**src/rtl/fir_readout_seq.sv**
```systemverilog
`default_nettype none
// ============================================================================
// Module   : fir_readout_seq
// Purpose  : Owns the RNS FIR register-read port. On start, waits for the
//            filter's done flag, reads samples 0..SIGNAL_COUNT-1 with a fixed
//            read latency and presents each over a valid/ready handshake.
//            When idle, a manual address is forwarded to the FIR read port.
// Revision : 1.0 - initial release
// ============================================================================
module fir_readout_seq #(
   parameter int SIGNAL_COUNT = 10,
   parameter int ADDR_W       = 16,
   parameter int DATA_W       = 17,
   parameter int READ_LAT     = 1,
   parameter int DONE_TIMEOUT = 1023
) (
   input  logic              clk,
   input  logic              reset,
   input  logic              i_start,
   input  logic              i_manual_en,
   input  logic [ADDR_W-1:0] i_manual_addr,
   input  logic              i_fir_done,
   output logic [ADDR_W-1:0] o_fir_addr,
   input  logic [DATA_W-1:0] i_fir_data,
   output logic              o_out_valid,
   input  logic              i_out_ready,
   output logic [ADDR_W-1:0] o_out_addr,
   output logic [DATA_W-1:0] o_out_data,
   output logic              o_busy,
   output logic              o_complete,
   output logic              o_timeout_err
);

   localparam logic [2:0] S_IDLE      = 3'd0;
   localparam logic [2:0] S_WAIT_DONE = 3'd1;
   localparam logic [2:0] S_ISSUE     = 3'd2;
   localparam logic [2:0] S_WAIT_LAT  = 3'd3;
   localparam logic [2:0] S_PRESENT   = 3'd4;

   localparam logic [ADDR_W-1:0] c_LAST_IDX = ADDR_W'(SIGNAL_COUNT - 1);
   localparam logic [15:0]       c_TIMEOUT  = 16'(DONE_TIMEOUT);
   localparam logic [3:0]        c_LAT      = 4'(READ_LAT);

   logic [2:0]        r_state;
   logic [2:0]        w_state_nxt;
   logic [ADDR_W-1:0] r_idx;
   logic [15:0]       r_wait_cnt;
   logic [3:0]        r_lat_cnt;
   logic [ADDR_W-1:0] r_fir_addr;
   logic              r_out_valid;
   logic [ADDR_W-1:0] r_out_addr;
   logic [DATA_W-1:0] r_out_data;
   logic              r_complete;
   logic              r_timeout_err;

   logic [15:0]       w_wait_inc;
   logic              w_is_last;
   logic              w_busy;
   logic              w_start_ld;
   logic              w_manual_ld;
   logic              w_wait_step;
   logic              w_timeout;
   logic              w_issue;
   logic              w_lat_step;
   logic              w_capture;
   logic              w_accept;

   assign w_wait_inc = r_wait_cnt + 16'd1;
   assign w_is_last  = (r_idx == c_LAST_IDX);

   // State register; reset aborts any scan immediately
   always_ff @(posedge clk or posedge reset) begin
      if (reset) begin
         r_state <= S_IDLE;
      end else begin
         r_state <= w_state_nxt;
      end
   end

   // Next-state decode
   always_comb begin
      w_state_nxt = r_state;
      case (r_state)
         S_IDLE: begin
            if (i_start) w_state_nxt = S_WAIT_DONE;
         end
         S_WAIT_DONE: begin
            if (i_fir_done)                    w_state_nxt = S_ISSUE;
            else if (w_wait_inc == c_TIMEOUT)  w_state_nxt = S_IDLE;
         end
         S_ISSUE: begin
            w_state_nxt = S_WAIT_LAT;
         end
         S_WAIT_LAT: begin
            if (r_lat_cnt == 4'd1) w_state_nxt = S_PRESENT;
         end
         S_PRESENT: begin
            if (i_out_ready) w_state_nxt = w_is_last ? S_IDLE : S_ISSUE;
         end
         default: begin
            w_state_nxt = S_IDLE;
         end
      endcase
   end

   // Per-state datapath enables and the busy flag
   always_comb begin
      w_busy      = (r_state != S_IDLE);
      w_start_ld  = (r_state == S_IDLE) && i_start;
      w_manual_ld = (r_state == S_IDLE) && !i_start && i_manual_en;
      w_wait_step = (r_state == S_WAIT_DONE) && !i_fir_done;
      w_timeout   = w_wait_step && (w_wait_inc == c_TIMEOUT);
      w_issue     = (r_state == S_ISSUE);
      w_lat_step  = (r_state == S_WAIT_LAT);
      w_capture   = w_lat_step && (r_lat_cnt == 4'd1);
      w_accept    = (r_state == S_PRESENT) && i_out_ready;
   end

   // Datapath: address, counters, captured sample and sticky status
   always_ff @(posedge clk or posedge reset) begin
      if (reset) begin
         r_idx         <= '0;
         r_wait_cnt    <= '0;
         r_lat_cnt     <= '0;
         r_fir_addr    <= '0;
         r_out_valid   <= 1'b0;
         r_out_addr    <= '0;
         r_out_data    <= '0;
         r_complete    <= 1'b0;
         r_timeout_err <= 1'b0;
      end else begin
         if (w_start_ld) begin
            r_complete    <= 1'b0;
            r_timeout_err <= 1'b0;
            r_idx         <= '0;
            r_wait_cnt    <= '0;
         end else if (w_manual_ld) begin
            r_fir_addr <= i_manual_addr;
         end
         if (w_wait_step) r_wait_cnt <= w_wait_inc;
         if (w_timeout)   r_timeout_err <= 1'b1;
         if (w_issue) begin
            r_fir_addr <= r_idx;
            r_lat_cnt  <= c_LAT;
         end
         if (w_lat_step) r_lat_cnt <= r_lat_cnt - 4'd1;
         if (w_capture) begin
            r_out_data  <= i_fir_data;
            r_out_addr  <= r_idx;
            r_out_valid <= 1'b1;
         end
         if (w_accept) begin
            r_out_valid <= 1'b0;
            if (w_is_last) r_complete <= 1'b1;
            else           r_idx      <= r_idx + ADDR_W'(1);
         end
      end
   end

   assign o_fir_addr    = r_fir_addr;
   assign o_out_valid   = r_out_valid;
   assign o_out_addr    = r_out_addr;
   assign o_out_data    = r_out_data;
   assign o_busy        = w_busy;
   assign o_complete    = r_complete;
   assign o_timeout_err = r_timeout_err;

endmodule
`default_nettype wire

```
**config.mk**
```make
export PLATFORM = sky130hd
export DESIGN_NAME = fir_readout_seq
export DESIGN_NICKNAME = d
export VERILOG_FILES = /design/src/rtl/fir_readout_seq.sv
export SDC_FILE = /design/constraint.sdc
export NUM_CORES = 1
export LEC_CHECK = 0
export CORE_MARGIN = 3
export CORE_UTILIZATION = 55
export CTS_CLUSTER_DIAMETER = 50
export CTS_CLUSTER_SIZE = 16
export DETAILED_ROUTE_END_ITERATION = 8
export PLACE_DENSITY_LB_ADDON = 0.25
export SETUP_SLACK_MARGIN = 0.4
export SYNTH_ARGS = -nofsm -noshare
export SYNTH_HDL_FRONTEND = slang
export SYNTH_SLANG_ARGS = --single-unit
```
**constraint.sdc**
```tcl
create_clock -name clk -period 5.03 [get_ports clk]
set_clock_uncertainty 0.15 [all_clocks]
set_input_delay 1.006 -clock clk [delete_from_list [all_inputs] [get_ports clk]]
set_output_delay 1.006 -clock clk [all_outputs]
set_load 0.01 [all_outputs]
```
==> impl_results.rst <==
.. list-table::
   :header-rows: 1

   * - Metric
     - Value
   * - Number of endpoints with negative hold slack in the final report
     - 0
   * - Number of antenna violations at the first check in global routing
     - 0
   * - CP Data Required Time
     - 3870 ps
   * - Worst-case clock buffer depth
     - 2
   * - Share of Yosys cell area claimed by the top area cell type
     - 0.5137
   * - Slew Limit Headroom
     - 0.3539
   * - Routability Congestion
     - roughly 0.85
   * - Maximum clock rate
     - about 0.34 GHz
   * - Routed Wire Length
     - 9380 microns
   * - Setup repair bufs after CTS
     - 0
   * - Count of clock tree sinks
     - 91
   * - CTS clk-pin slew, worst paths
     - 80 ps
   * - Synth Instances
     - 420
   * - Placement-stage worst setup slack
     - 2040 ps
   * - Number of enable-type register cells in the synthesized netlist
     - 0
   * - Worst Tran Pin Value
     - 966.8 ps
   * - Total Die Area
     - 9173 sq um
   * - Synth area leaders
     - sky130_fd_sc_hd__dfrtp_1, sky130_fd_sc_hd__mux2_2, sky130_fd_sc_hd__mux2i_1
   * - Final Setup Violations
     - 0
   * - Starting utilization of the core area
     - 0.5707
   * - Via total after detailed routing
     - 3438
   * - Number of placed I/O pins
     - 92
   * - Count of cell instances traversed by the critical path
     - 3
   * - Proportion of layout cells with a drive suffix above 1
     - 0.1151
   * - Number of levels in the clock H-tree
     - 3
   * - Maximum number of pins on one net before global-route repair
     - slightly below 60
   * - Global-route wire length before repair
     - roughly 15000 microns
   * - Endpoint of the worst-slack reg-to-reg timing path
     - o_out_data[12]
   * - Worst Setup EP
     - o_busy
   * - Post-layout net count
     - between 500 and 600
   * - Overflow left after global routing
     - 0
   * - Highest-delay cell along the critical path
     - sky130_fd_sc_hd__dfrtp_1
   * - CP Launch Point
     - r_state[2]
   * - Diode insertion count for antenna repair
     - 0
   * - Final Util
     - 0.7231
   * - Port-buffer cells
     - about 90
   * - Worst Path Arrival
     - 1810 ps
   * - Setup slack, reg-to-reg
     - 2480 ps
   * - Final antenna-violating net count
     - 0
   * - Cell type contributing the most total cell area after synthesis
     - sky130_fd_sc_hd__dfrtp_1
   * - Startpoint of the most critical register-to-register path
     - r_lat_cnt[1]
   * - Via count of the first global-routing pass
     - 3204
   * - Area Overhead vs Synth
     - 26.70%
   * - Total clock buffers created by CTS
     - 9
   * - Post-CTS sizing
     - 0
   * - Dominant synthesized flop cell
     - sky130_fd_sc_hd__dfrtp_1
   * - Worst-path maximum fanout
     - 11
   * - Worst-Skew Late Latency
     - about 350 ps
   * - FF-to-FF path depth
     - 5
   * - Number of remaining DRC errors
     - 0
   * - Synth Net Count
     - 465
   * - PwrDens
     - between 400 and 500 nW/um^2
   * - Count of state elements after synthesis
     - 91
   * - Cell chosen for the clock root
     - sky130_fd_sc_hd__clkbuf_8
   * - Crit Path Category
     - reg2out
   * - Core ar.
     - between 7000 and 8000 sq um
   * - Synth async-reset ratio
     - 1.000
   * - Summed negative setup slack over all endpoints
     - 0 ps
   * - Core Rows
     - 32
   * - Crit-path cells
     - nor3_1 -> inv_1 -> clkdlybuf4s50_1
   * - Estimated wirelength of the detail-placed design
     - around 6500 microns
   * - Number of hold buffers added after CTS
     - 0
   * - CP Buf/Inv Count
     - 2
   * - Synth Cell Area
     - 4433 sq um
   * - Number of filler instances in the final layout
     - 563
   * - Per-instance average area after synthesis
     - 10.55 sq um
   * - Cell family with most CP delay
     - buffers and inverters
   * - Commonest cells after routing, fill and taps aside
     - sky130_fd_sc_hd__clkdlybuf4s50_1, sky130_fd_sc_hd__dfrtp_1, sky130_fd_sc_hd__nand2_1
   * - DRT iter0 DRCs
     - 198
   * - Highest cell delay on the worst timing path
     - 510 ps
   * - Avg WL per Cell
     - ~15 microns
   * - Critical path startpoint category
     - register
   * - Unrepaired setup endpoints after global routing
     - false
   * - Seq/Total Area, Yosys
     - 0.5137
   * - Worst Setup Slack, final
     - 2061 ps
   * - Crit end category
     - output pin
   * - Yosys Warn Count
     - 0
   * - Final Slew Violations
     - 0
   * - Chip height
     - 95.78 microns
   * - Worst hold start
     - r_lat_cnt[3]
   * - Total GRT Usage
     - 0.2128
   * - Leakage power
     - 2.372 nW
   * - Run status
     - completed
   * - Hold WC Path Type
     - reg2reg
   * - Final clock period utilization by the worst path
     - 0.5903
   * - Per-cell via count in the routed design
     - 5.673
   * - Minimum period implied by the final worst setup slack
     - 2969 ps
   * - TritonCTS clock tree
     - done
   * - Number of max-capacitance violations reported
     - 0
   * - Synth unique cells
     - 55
   * - Largest vdd supply drop
     - 217.3 uV
   * - Pre-Repair DR Iteration Count
     - 5
   * - Die Wd
     - roughly 96 microns
[stage by stage]
stage | area [sq um] | hold slack (ps) | instances | total power (W)
after CTS | 5617 | 337.9 | 606 | 0.002527
final | 5617 | 341.6 | 606 | 0.002509
after global placement | 5383 | 316.0 | 590 | 0.001922
after detailed placement | 5383 | 329.1 | 590 | 0.001953
after floorplan | 4433 | 294.0 | 420 | 0.001560
after global routing | 5617 | 351.0 | 606 | 0.002671
[where the power goes]
part | internal (W) | switching, W
sequential | 0.000898 | 0.000146
combinational | 0.000468 | 0.000418
clock | 0.000332 | 0.000246
total | 0.00170 | 0.000811
[Yosys cell counts, types with 3 or more instances]
cell type                   n
sky130_fd_sc_hd__a21oi_1    5
sky130_fd_sc_hd__a31oi_1    3
sky130_fd_sc_hd__and2_1     4
sky130_fd_sc_hd__and3_1     5
sky130_fd_sc_hd__buf_2      9
sky130_fd_sc_hd__buf_4      5
sky130_fd_sc_hd__clkbuf_1  13
sky130_fd_sc_hd__dfrtp_1   91
sky130_fd_sc_hd__ha_1       6
sky130_fd_sc_hd__inv_1     12
sky130_fd_sc_hd__mux2_1     4
sky130_fd_sc_hd__mux2_2    29
sky130_fd_sc_hd__mux2i_1   27
sky130_fd_sc_hd__nand2_1   46
sky130_fd_sc_hd__nand3_1   19
sky130_fd_sc_hd__nand4_1    9
sky130_fd_sc_hd__nor2_1    21
sky130_fd_sc_hd__nor3_1     6
sky130_fd_sc_hd__nor4_1     4
sky130_fd_sc_hd__o21ai_0   33
sky130_fd_sc_hd__o21ai_1   15
sky130_fd_sc_hd__o31ai_1    4
sky130_fd_sc_hd__xnor2_1    7
sky130_fd_sc_hd__xor2_1     3
[metal layers]
metal | up-vias | global-route usage | part of all wire | wire length (microns)
met5 | - | 0 | 0 | 0
li1 | 1652 | - | - | -
met1 | 1638 | 0.2912 | 0.44 | 4149
met3 | 14 | 0.05082 | 0.082 | 769
met4 | 0 | 0.07583 | 0.015 | 140
met2 | 134 | 0.3329 | 0.46 | 4321
[kinds of logic (layout without fill, tap and decap cells)]
| kind of cell | after synthesis | count (layout) | share of synthesized area |
|---|---|---|---|
| simple gates | 141 | 141 | 0.1688 |
| flops | 91 | 91 | 0.5137 |
| compound gates | 73 | 73 | 0.09625 |
| mux | 60 | 60 | 0.1448 |
| buf+inv | 39 | 123 | 0.03980 |
| xor+xnor | 10 | 10 | 0.01976 |
| fa+ha+maj | 6 | 6 | 0.01693 |
[flip-flops by register name, indices dropped and copies added, names as in the netlist]
name / count
o_out_valid: 1
o_out_data: 17
r_state: 3
r_idx: 16
o_timeout_err: 1
r_lat_cnt: 4
r_wait_cnt: 16
o_out_addr: 16
o_complete: 1
o_fir_addr: 16
[worst min path at each step]
stage / endpoint / slack, ps / cells past startpoint
final: r_lat_cnt[3] / 340 / 1
after global placement: r_lat_cnt[3] / 320 / 1
after global routing: r_lat_cnt[3] / 350 / 1
after CTS: r_lat_cnt[3] / 340 / 1
after floorplan: r_lat_cnt[3] / 290 / 1
after detailed placement: r_lat_cnt[3] / 330 / 1
[area by class of cell]
class | count | area (sq um) | area share
clock buffers | 12 | 135.1 | 0.02406
clock inverters | 4 | 98.84 | 0.01760
inverters | 12 | 46.29 | 0.008242
multi-input cells | 290 | 1991 | 0.3544
flip-flops and latches | 91 | 2277 | 0.4054
well taps | 102 | 127.6 | 0.02272
repair buffers | 95 | 940.9 | 0.1675
No activity file was read; power rests on OpenSTA's default activity.
